$ cat src/rtl/csa_accumulator.sv
// Streaming multi-operand accumulator: carry-save accumulation per beat, then a
// chunked carry-propagate resolve into binary on the last beat of a packet.
module csa_accumulator #(
    parameter int unsigned BITS     = 16,
    parameter int unsigned ACC_BITS = 32,
    parameter int unsigned CHUNK    = 8
) (
    input  logic                clk,
    input  logic                rst_n,
    input  logic                in_valid,
    output logic                in_ready,
    input  logic [BITS-1:0]     in_data,
    input  logic                in_last,
    output logic                out_valid,
    input  logic                out_ready,
    output logic [ACC_BITS-1:0] out_sum,
    output logic                out_overflow,
    output logic                busy
);
    localparam int unsigned NCH = ACC_BITS / CHUNK;
    localparam int unsigned CW  = $clog2(NCH) + 1;

    localparam logic [1:0] IDLE    = 2'd0;
    localparam logic [1:0] ACCUM   = 2'd1;
    localparam logic [1:0] RESOLVE = 2'd2;
    localparam logic [1:0] HOLD    = 2'd3;

    logic [1:0]          state_q, state_d;
    logic [ACC_BITS-1:0] s_q, s_d;
    logic [ACC_BITS-1:0] c_q, c_d;
    logic [ACC_BITS-1:0] sum_q, sum_d;
    logic                cy_q, cy_d;
    logic [CW-1:0]       cnt_q, cnt_d;
    logic                ovf_q, ovf_d;

    logic                accept;
    logic [ACC_BITS-1:0] z;
    logic [ACC_BITS-1:0] maj;
    logic [CHUNK:0]      chunk;

    assign in_ready     = (state_q == IDLE) || (state_q == ACCUM);
    assign accept       = in_valid && in_ready;
    assign out_valid    = (state_q == HOLD);
    assign busy         = (state_q != IDLE);
    assign out_sum      = sum_q;
    assign out_overflow = ovf_q;

    assign z     = ACC_BITS'(in_data);
    assign maj   = (s_q & c_q) | (s_q & z) | (c_q & z);
    assign chunk = {1'b0, s_q[CHUNK-1:0]} + {1'b0, c_q[CHUNK-1:0]} + {{CHUNK{1'b0}}, cy_q};

    always_comb begin
        state_d = state_q;
        s_d     = s_q;
        c_d     = c_q;
        sum_d   = sum_q;
        cy_d    = cy_q;
        cnt_d   = cnt_q;
        ovf_d   = ovf_q;
        case (state_q)
            IDLE: begin
                if (accept) begin
                    s_d     = z;
                    c_d     = '0;
                    ovf_d   = 1'b0;
                    cy_d    = 1'b0;
                    cnt_d   = '0;
                    state_d = in_last ? RESOLVE : ACCUM;
                end
            end
            ACCUM: begin
                if (accept) begin
                    s_d   = s_q ^ c_q ^ z;
                    // The majority MSB would carry out at weight 2^ACC_BITS: record it as overflow.
                    c_d   = {maj[ACC_BITS-2:0], 1'b0};
                    ovf_d = ovf_q | maj[ACC_BITS-1];
                    cy_d  = 1'b0;
                    cnt_d = '0;
                    if (in_last) state_d = RESOLVE;
                end
            end
            RESOLVE: begin
                // S and C shift down one chunk per cycle; results enter sum from the top,
                // so after NCH cycles chunk 0 sits in the LSBs.
                s_d   = s_q >> CHUNK;
                c_d   = c_q >> CHUNK;
                sum_d = {chunk[CHUNK-1:0], sum_q[ACC_BITS-1:CHUNK]};
                cy_d  = chunk[CHUNK];
                cnt_d = cnt_q + 1'b1;
                if (cnt_q == CW'(NCH - 1)) begin
                    ovf_d   = ovf_q | chunk[CHUNK];
                    state_d = HOLD;
                end
            end
            HOLD: begin
                if (out_ready) state_d = IDLE;
            end
            default: state_d = IDLE;
        endcase
    end

    always_ff @(posedge clk or negedge rst_n) begin
        if (!rst_n) begin
            state_q <= IDLE;
            s_q     <= '0;
            c_q     <= '0;
            sum_q   <= '0;
            cy_q    <= 1'b0;
            cnt_q   <= '0;
            ovf_q   <= 1'b0;
        end else begin
            state_q <= state_d;
            s_q     <= s_d;
            c_q     <= c_d;
            sum_q   <= sum_d;
            cy_q    <= cy_d;
            cnt_q   <= cnt_d;
            ovf_q   <= ovf_d;
        end
    end

endmodule

$ cat config.mk
export PLATFORM = sky130hd
export DESIGN_NAME = csa_accumulator
export DESIGN_NICKNAME = d
export VERILOG_FILES = /design/src/rtl/csa_accumulator.sv
export SDC_FILE = /design/constraint.sdc
export NUM_CORES = 1
export LEC_CHECK = 0
export CORE_ASPECT_RATIO = 0.7
export CORE_MARGIN = 2
export CORE_UTILIZATION = 45
export DETAILED_ROUTE_END_ITERATION = 10
export PLACE_DENSITY_LB_ADDON = 0.15
export SKIP_LAST_GASP = 1
export SLEW_MARGIN = 40
export SYNTH_ARGS = -nofsm -noshare
export SYNTH_HDL_FRONTEND = slang
export SYNTH_SLANG_ARGS = --single-unit
$ cat constraint.sdc
create_clock -name clk -period 4.2 [get_ports clk]
set_clock_uncertainty 0.2 [all_clocks]
set_input_delay 1.26 -clock clk [delete_from_list [all_inputs] [get_ports clk]]
set_output_delay 1.26 -clock clk [all_outputs]
set_load 0.005 [all_outputs]
Word level (Yosys, flattened, before mapping). Cells that the tools add are included.

Flip-flop bits (word level): 103. Output and inout port bits: 36. Word-level logic and storage cells: 60.

$add $sub $neg: 3. Equal/unequal tests: 10. Multiplexer cells: 20. Bitwise gates (word level): 9. Reductions and logical operators: 11.

Operators by type and width (number): 32-bit case mux with 3 select lines (2); 32-bit two-way mux (4); 32-bit by 16-bit AND with 32-bit output (2); 32-bit OR (2); 32-bit AND (1); 32-bit by 16-bit XOR with 32-bit output (1); 32-bit XOR (1); 2-bit two-way mux (6); 8-bit by 8-bit adder with 9-bit output (1); 9-bit by 1-bit adder with 9-bit output (1); 2-bit inequality test, second input constant (4); 2-bit case mux with 4 select lines (1); 3-bit case mux with 2 select lines (1); 5-bit AND reduction (1); 2-bit == test, second input constant (2); 2-bit by 1-bit inequality test with 1-bit output, second input constant (2); 4-bit AND reduction (1); 2-bit nonzero test (2); 3-bit by 1-bit adder with 3-bit output, second input constant (1); 3-bit by 2-bit == test with 1-bit output, second input constant (1); 1-bit two-way mux (3); 3-bit two-way mux (1); 1-bit case mux with 3 select lines (1); 3-bit AND reduction (1); 9 further kinds (10).

Longest topological paths before layout. Gate-level depths: netlist (run 1).

Depth after elaboration: 6. Depth in mapped cells: 9.

Worst setup path before layout (run 1). OpenSTA, ideal clock, no wires.

Path type: input-to-reg. From: input port in_data[6]. To: register s_q[6]. Library setup time: 128 ps. Arrival: 2090 ps. Data required time: 3872 ps. Slack: 1782 ps. Stages on the path: 5. Buffers on the path: 0. Cell sequence: fa_1 > a22oi_1 > nand2_1 > o21ai_0 > o21ai_0.

Word-level cells in the longest chain between the ends: 3. Elaborated cells on any way between the ends: 4. Classes of those cells: mux (3); bitwise (1).

RTL lines: start: declaration (RTL line 12) `input logic [BITS-1:0] in_data,`; 32-bit by 16-bit XOR with 32-bit output (RTL line 73) `s_d = s_q ^ c_q ^ z;`; 32-bit two-way mux (RTL line 72) `if (accept) begin`; 32-bit case mux with 3 select lines * (RTL line 60) `case (state_q)`; end signal: assignment (RTL line 105) `s_q <= '0;`; end signal: assignment (RTL line 113) `s_q <= s_d;`; end: declaration (RTL line 29) `logic [ACC_BITS-1:0] s_q, s_d;`.

Mark *: on every way between the ends. The rest lies on a longest branch, timed or not. The select of a mux whose other input is x is not followed. A chain may end at the register's enable or synchronous reset.

Worst setup path after layout (run 1).
From: register state_q[0]. To: output port in_ready.

Word-level cells in the longest chain between the ends: 2. Elaborated cells on any way between the ends: 3. Classes of those cells: eq/ne (1); reduce/logical (2).

RTL lines: start: declaration (RTL line 28) `logic [1:0] state_q, state_d;`; start signal: assignment (RTL line 112) `state_q <= state_d;`; 2-bit by 1-bit == test with 1-bit output or 2-bit logical NOT (tied branches) (RTL line 41) `assign in_ready = (state_q == IDLE) || (state_q == ACCUM);`; 1-bit logical OR * (RTL line 41); end: declaration (RTL line 11) `output logic in_ready,`.

Mark *: on every way between the ends. The rest lies on a longest branch, timed or not.

==> metrics.cfg, run 1 <==
[grt]
gr-total-overflow=0
grt_start_max_net_pins=104
antenna_found_initial=0
grt_pass1_vias=3859
grt_first_pass_wirelength_um=20200
track_usage_pct=19.1

[final_layout]
diodes=0
area_delta_synth_final_pct=18.5
final_common_cell=dfrtp_1
fill_cells=1048
multi_input_area_sq_mm=0.00275
final_util_pct=54.0
seqCellArea_sq_mm=0.00258
nNetsFinal=638
drive_gt1_share_pct=11.3
final_cell_mix=103 x dfrtp_1, 77 x nand2_1, 55 x clkdlybuf4s50_1

[cts]
cts_made_buffers=9
clk_pin_slew_worst_paths_ns=0.07
cts_hold_buffers=0
cts_max_level=3
clock_latency_ns=0.35
cts.repair_timing.setup_buffer_count=0
cts_tree=built
post_cts_resized=0
cts.sinks=103
clock-root-buffer=clkbuf_16
clk_path_buf_depth=2

[placed_design]
port_buffers=56
gp_congestion=0.739
hpwl_um=7900

[route]
drtAntennaViolNets=0
first_pass_iters=5
wl_um=12000
wire_per_inst_um=16.3
drtIter0Drc=250
drc=0
viasPerCell=5.50
vias=4054

[setup_path]
critical_path.cell_chain=inv_1, ha_2, nor2_1, inv_1, clkdlybuf4s50_1
ff2ff_path_depth=9
critPathMaxStageDelay_ns=0.50
worst-path-max-fanout=5
cp_data_arrival_time_ns=1.88
cp-start-kind=flip-flop
critPathSlowestCell=clkdlybuf4s50_1
crit_cells=5
worst-path-buf-inv=3
cp.required_ns=2.74
endpoint_kind=output pin
worstSetupPathType=reg2out
crit_family=buffers and inverters
path_common_cell=inv_1

[floorplan]
start_util_pct=45.6
die_area_sq_mm=0.0133
row_count=34
die_w_um=137
die_h_um=97.2
io_pins=57
core_sq_mm=0.0123

[synthesis]
yosysSeqAreaShare_pct=46.1
synth_nets=598
yosys_warnings=0
synth_area_leaders=dfrtp_1 46%, ha_1 6.5%, fa_1 6.5%, a22oi_1 6.5%, nand2_1 5.2%
yosys_most_used_dff=dfrtp_1
yosysUniqueCellTypes=47
async_reset_ff_share_pct=100
avgSynthCellArea_sq_um=10.5
ys_ff_latch=103
synthCells=530
synth_area_sq_mm=0.00559
synth_top_area_share_pct=46.1
synth_largest_area_cell=dfrtp_1
synth_edf_count=0

[sta]
setup_tns_ns=0
hold_viol=0
rsz0062_at_grt=false
period_needed_ns=3.34
slew_viol_final=0
whs_ns=0.276
fin_crit_sh_pct=79.4
worst_pin_slew_ns=0.599
maxSlewHeadroom_pct=60.1
max_clock_freq_ghz=0.300
finalSetupViolations=0

[run_status]
outcome=finished, final reports clean

[power_and_ir_drop]
p_per_area_mw_per_mm2=703
peakVddDrop_mv=0.423
p_leak_nw=2.96

[worst_hold_path]
holdPathStages=2
hold_class=reg2reg

[run]
cap_viol_max_count=0

## where the power goes
group | total (mW) | internal (mW) | switching, mW
combinational | 2.25 | 1.02 | 1.23
clock | 0.891 | 0.523 | 0.368
sequential | 1.51 | 1.27 | 0.240
## metrics by stage
step | power, mW | instances | setup WS, ns | cell area [sq um]
3_3_place_gp | 3.70 | 720 | 0.916 | 6290
3_5_place_dp | 3.77 | 720 | 0.926 | 6290
6_report | 4.65 | 737 | 0.863 | 6620
4_1_cts | 4.68 | 736 | 0.861 | 6610
5_1_grt | 5.01 | 737 | 0.766 | 6620
2_1_floorplan | 2.97 | 530 | 1.78 | 5590
## path summary, 6_finish.rpt
check                      startpoint      endpoint  slack, ns
setup / recovery           state_q[0]      in_ready       0.86
hold / removal               cnt_q[2]      cnt_q[2]       0.28
setup reg to reg               s_q[0]  out_overflow       1.60
hold reg to reg              cnt_q[2]      cnt_q[2]       0.28
max in group asynchronous       rst_n       s_q[25]       2.62
min in group asynchronous       rst_n    out_sum[7]       0.77
## synth_stat cells, types with 4 or more instances
cell      count
dfrtp_1     103
nand2_1      77
a22oi_1      48
nor2_1       42
o21ai_0      34
a22o_1       31
ha_1         29
mux2_2       25
o21ai_1      24
fa_1         18
buf_2        15
inv_1        13
buf_4         8
clkbuf_1      8
mux2i_1       4
nor3_1        4
o31ai_1       4
## final cells by class
type / count / area share, %
clock buffer: 11 / 3.52
sequential: 103 / 38.9
clock inverter: 5 / 1.25
multi-input combinational: 373 / 41.6
inverter: 15 / 0.851
tap: 162 / 3.06
timing repair buffer: 68 / 10.8
## flip-flops by register name, indices dropped and copies added (netlist names)
signal / cells
state_q: 2
out_sum: 32
s_q: 32
cnt_q: 3
cy_q: 1
out_overflow: 1
c_q: 32
## metal layers
| layer | up-vias | GRT usage, % | share of wire [%] |
|---|---|---|---|
| met5 | - | 0 | 0 |
| met4 | 0 | 5.31 | 1.0 |
| met3 | 11 | 3.60 | 3.6 |
| met2 | 68 | 28.1 | 46 |
| met1 | 2005 | 28.9 | 49 |
| li1 | 1970 | - | - |
## tightest hold or removal path: stages (launching register included)
cell and delay [ns]:
dfrtp_1 0.34, nand2_1 0.05, o31ai_1 0.05
## cell families after synthesis
logic type / after synthesis / synth area share, %
XOR/XNOR: 1 / 0.157
AND/OR/NAND/NOR: 133 / 9.48
buffers and inverters: 54 / 5.06
flip-flops: 103 / 46.1
AO/OA/AOI/OAI: 162 / 20.2
adder cells (fa/ha/maj): 47 / 12.9
multiplexers: 30 / 6.03
Power figures use the tool's default switching activity.
==> inputs of run 2 (changes only) <==
Clock period 4.2 ns to 2.7 ns, I/O delays scaled along.
==> run 2 against run 1 <==
Net effect: sequential share of layout area shrank 0.43 points; highest routed layer unchanged; final cell count rose by 0.81%; global-route usage decreased by 0.064 points; largest power group unchanged; die area did not move; clock power increased by 50%; wire length down 1.3%.
==> metrics.cfg, run 2 (same netlist as run 1, synthesis figures left out) <==
[floorplan]
die_h_um=97.2
core_sq_mm=0.0123
die_area_sq_mm=0.0133
row_count=34
io_pins=57
start_util_pct=45.6
die_w_um=137

[setup_path]
critPathMaxStageDelay_ns=0.49
critPathSlowestCell=clkdlybuf4s50_1
cp_data_arrival_time_ns=1.56
endpoint_kind=output pin
cp.required_ns=1.69
worstSetupPathType=reg2out
critical_path.cell_chain=inv_2, ha_4, inv_1, clkdlybuf4s50_1
worst-path-max-fanout=5
reg2reg_to=out_overflow
r2r-start=s_q[0]
cp-start-kind=flip-flop
ff2ff_path_depth=9
ff2ff_setup_slack_ns=0.20

[final_layout]
final_cell_mix=102 x dfrtp_1, 77 x nand2_1, 54 x clkdlybuf4s50_1
fill_cells=1064
area_delta_synth_final_pct=19.9
final_util_pct=54.6
instances_no_fill=743
multi_input_area_sq_mm=0.00279
diodes=0
nNetsFinal=644
drive_gt1_share_pct=13.4
seqCellArea_sq_mm=0.00258
final_common_cell=dfrtp_1

[route]
first_pass_iters=5
drtAntennaViolNets=0
drc=0
viasPerCell=5.49
wl_um=11800
wire_per_inst_um=15.9
drtIter0Drc=299
vias=4078

[grt]
grt_start_max_net_pins=104
grt_first_pass_wirelength_um=20300
gr-total-overflow=0
antenna_found_initial=0
track_usage_pct=19.1
grt_pass1_vias=3951

[power_and_ir_drop]
peakVddDrop_mv=0.769
p_leak_nw=3.00
p_per_area_mw_per_mm2=1090

[sta]
setup_tns_ns=0
slew_viol_final=0
maxSlewHeadroom_pct=61.6
rsz0062_at_grt=false
whs_ns=0.307
worst_pin_slew_ns=0.576
period_needed_ns=2.57
max_clock_freq_ghz=0.389
hold_viol=0
finalSetupViolations=0
fin_crit_sh_pct=95.2

[worst_hold_path]
hold_path_end=out_sum[6]
min_from=out_sum[6]
hold_class=reg2reg
holdPathStages=1

[placed_design]
gp_congestion=0.744
hpwl_um=8130
port_buffers=56
placed_cells=725

[cts]
clock-root-buffer=clkbuf_16
clock_latency_ns=0.34
clk_path_buf_depth=2
clk_pin_slew_worst_paths_ns=0.07
cts.sinks=103
cts_tree=built
cts_max_level=3
cts_made_buffers=9

[run_status]
outcome=finished, final reports clean

[run]
cap_viol_max_count=0

## run 2: critical path: cells and delay by family (launching register included)
| kind | cells | cell delay (ns) |
|---|---|---|
| fa+ha+maj | 1 | 0.19 |
| flops | 1 | 0.39 |
| buf+inv | 3 | 0.64 |
## run 2: power by group
group | total [mW] | leakage, nW | internal (mW) | switching, mW
clock network | 1.34 | 0.146 | 0.729 | 0.606
registers | 2.35 | 1.36 | 1.98 | 0.368
logic | 3.62 | 1.50 | 1.68 | 1.95
total | 7.31 | 3.00 | 4.39 | 2.92
## run 2: routing by layer
metal	wire length, um	global-route usage (%)	share of wire (%)
met5	0	0	0
met3	519	3.70	4.4
met4	80	4.44	0.68
met1	5880	29.3	50
met2	5350	27.7	45
## run 2: how the worst max path moves through the flow
| stage | start | end | slack [ns] |
|---|---|---|---|
| after floorplan | s_q[0] | out_sum[30] | 0.49 |
| after global placement | s_q[0] | out_overflow | 0.17 |
| after detailed placement | in_data[0] | s_q[0] | 0.14 |
| after CTS | state_q[0] | in_ready | 0.01 |
| after global routing | s_q[0] | out_overflow | 0.05 |
| final | state_q[1] | busy | 0.13 |
## run 2: what timing repair did
| action | 4_1_cts | 5_1_grt |
|---|---|---|
| resized for setup | 3 | 7 |
| endpoints found under the setup margin | 1 | 3 |
| hold buffers | 0 | 0 |
| buffers inserted | 2 | 0 |
## run 2: final cells by class
cell class | instances | area share [%]
clock inverters | 7 | 1.21
inverters | 15 | 0.841
flip-flops and latches | 103 | 38.5
repair buffers | 74 | 11.3
well taps | 162 | 3.03
multi-input cells | 373 | 41.7
clock buffers | 9 | 3.36
## run 2: stage by stage
step	cell area [sq um]	setup WS, ns	power (mW)
detailed placement	6330	0.139	5.92
CTS	6670	0.0148	7.33
global placement	6330	0.166	5.81
global route	6700	0.0517	7.92
floorplan	5590	0.493	4.63
finish	6700	0.130	7.31
==> inputs of run 3 (changes only) <==
Settings changed: RECOVER_POWER from default to 50, SETUP_SLACK_MARGIN from default to 0.5.
==> run 3 against run 2 <==
Net effect: critical endpoint is now out_overflow; wire length rose by 7.2%; count of clock-buffer cells in the layout rose by 1; die area did not move.
==> metrics.cfg, run 3 (same netlist as run 1, synthesis figures left out) <==
[run_status]
outcome=finished, final reports clean

[route]
wire_per_inst_um=16.4
vias=4242
wl_um=12700
first_pass_iters=5
viasPerCell=5.47
drtAntennaViolNets=0
drtIter0Drc=275
drc=0

[final_layout]
final_cell_mix=102 x dfrtp_1, 77 x nand2_1, 46 x a22oi_1
drive_gt1_share_pct=19.6
nNetsFinal=676
area_delta_synth_final_pct=24.4
fill_cells=1060
diodes=0
final_common_cell=dfrtp_1

[cts]
clk_pin_slew_worst_paths_ns=0.07
clk_path_buf_depth=2
cts_hold_buffers=0
clock_latency_ns=0.35
cts_max_level=3
clock-root-buffer=clkbuf_16
cts_tree=built
cts_made_buffers=9
cts.sinks=103

[floorplan]
core_sq_mm=0.0123
row_count=34
io_pins=57
start_util_pct=45.6
die_h_um=97.2
die_w_um=137
die_area_sq_mm=0.0133

[sta]
slew_viol_final=0
finalSetupViolations=0
rsz0062_at_grt=true
fin_ws_ns=0.298
hold_viol=0
max_clock_freq_ghz=0.416
worst_pin_slew_ns=1.10
maxSlewHeadroom_pct=26.4
fin_crit_sh_pct=89.0
period_needed_ns=2.40
setup_tns_ns=0

[grt]
grt_start_max_net_pins=53
antenna_found_initial=0
grt_pass1_vias=4280
gr-total-overflow=0
grt_first_pass_wirelength_um=21600
track_usage_pct=20.5

[setup_path]
worst-path-max-fanout=3
cp_data_arrival_time_ns=2.44
endpoint_kind=flip-flop
cp.required_ns=2.74
cp-start-kind=flip-flop
worstSetupPathType=reg2reg

[power_and_ir_drop]
p_leak_nw=3.32
p_per_area_mw_per_mm2=1080
peakVddDrop_mv=0.605

[worst_hold_path]
hold_class=reg2reg

[placed_design]
gp_congestion=0.783
hpwl_um=8210
port_buffers=56
dp_slack_ns=0.141

[run]
cap_viol_max_count=0

==> run 3: changes by cell type in the layout (fill, tap and decap cells not counted), moves of 9 or more <==
| cell | delta |
|---|---|
| dlygate4sd2_1 | +32 |
| dlymetal6s2s_1 | +9 |
| buf_4 | +19 |
| clkdlybuf4s50_1 | -45 |
==> run 3: per-stage QoR <==
step           cell area (sq um)  power, mW  instances  util [%]  hold slack, ns
6_report                    6950       7.51        775      56.7           0.288
5_1_grt                     6950       8.14        775      56.7           0.325
4_1_cts                     6860       7.41        768      56.0           0.274
3_5_place_dp                6350       5.91        724      51.8           0.276
3_3_place_gp                6350       5.82        724      51.8           0.259
2_1_floorplan               5590       4.63        530         -           0.248
==> run 3: metal layers <==
layer  vias up  share of wire [%]  track usage [%]
met4         0                1.1             5.39
met5         -                  0                0
met2        92                 46             31.3
met1      2094                 48             29.4
met3        11                4.9             5.01
li1       2045                  -                -
==> run 3: final timing paths <==
kind,depth (start not counted),start,slack (ns),to
max in group asynchronous,2,rst_n,0.41,s_q[21]
worst min-delay path,2,cnt_q[2],0.29,cnt_q[2]
worst max-delay path,9,cy_q,0.30,out_overflow
worst min register to register,2,cnt_q[2],0.29,cnt_q[2]
min in group asynchronous,1,rst_n,0.46,out_sum[0]
worst max register to register,9,cy_q,0.30,out_overflow
==> run 3: worst max-delay path, stage by stage (launching register included) <==
cell and delay (ns):
dfrtp_1 0.40, inv_2 0.07, fa_2 0.27, inv_2 0.05
fa_2 0.38, a211oi_4 0.30, o21ai_2 0.11, a21oi_2 0.21
a311oi_2 0.13, o21a_1 0.18
==> run 3: cell type report <==
cell class | instances | area (sq um) | area share (%)
clock buffers | 10 | 239 | 3.44
clock inverters | 6 | 51.3 | 0.738
inverters | 15 | 60.1 | 0.865
multi-input cells | 373 | 2810 | 40.4
flip-flops and latches | 103 | 2580 | 37.1
well taps | 162 | 203 | 2.92
repair buffers | 106 | 1010 | 14.5
==> run 3: report_power, final <==
group / switching [mW] / internal [mW]
Sequential: 0.335 / 1.98
Clock: 0.617 / 0.665
Combinational: 2.10 / 1.82
==> run 3: timing repair <==
| item | 4_1_cts | 5_1_grt |
|---|---|---|
| resized for setup | 57 | 30 |
| setup buffers | 28 | 6 |
| pin swaps | 8 | 6 |
| cloned | 0 | 1 |
| endpoints found under the setup margin | 40 | 54 |
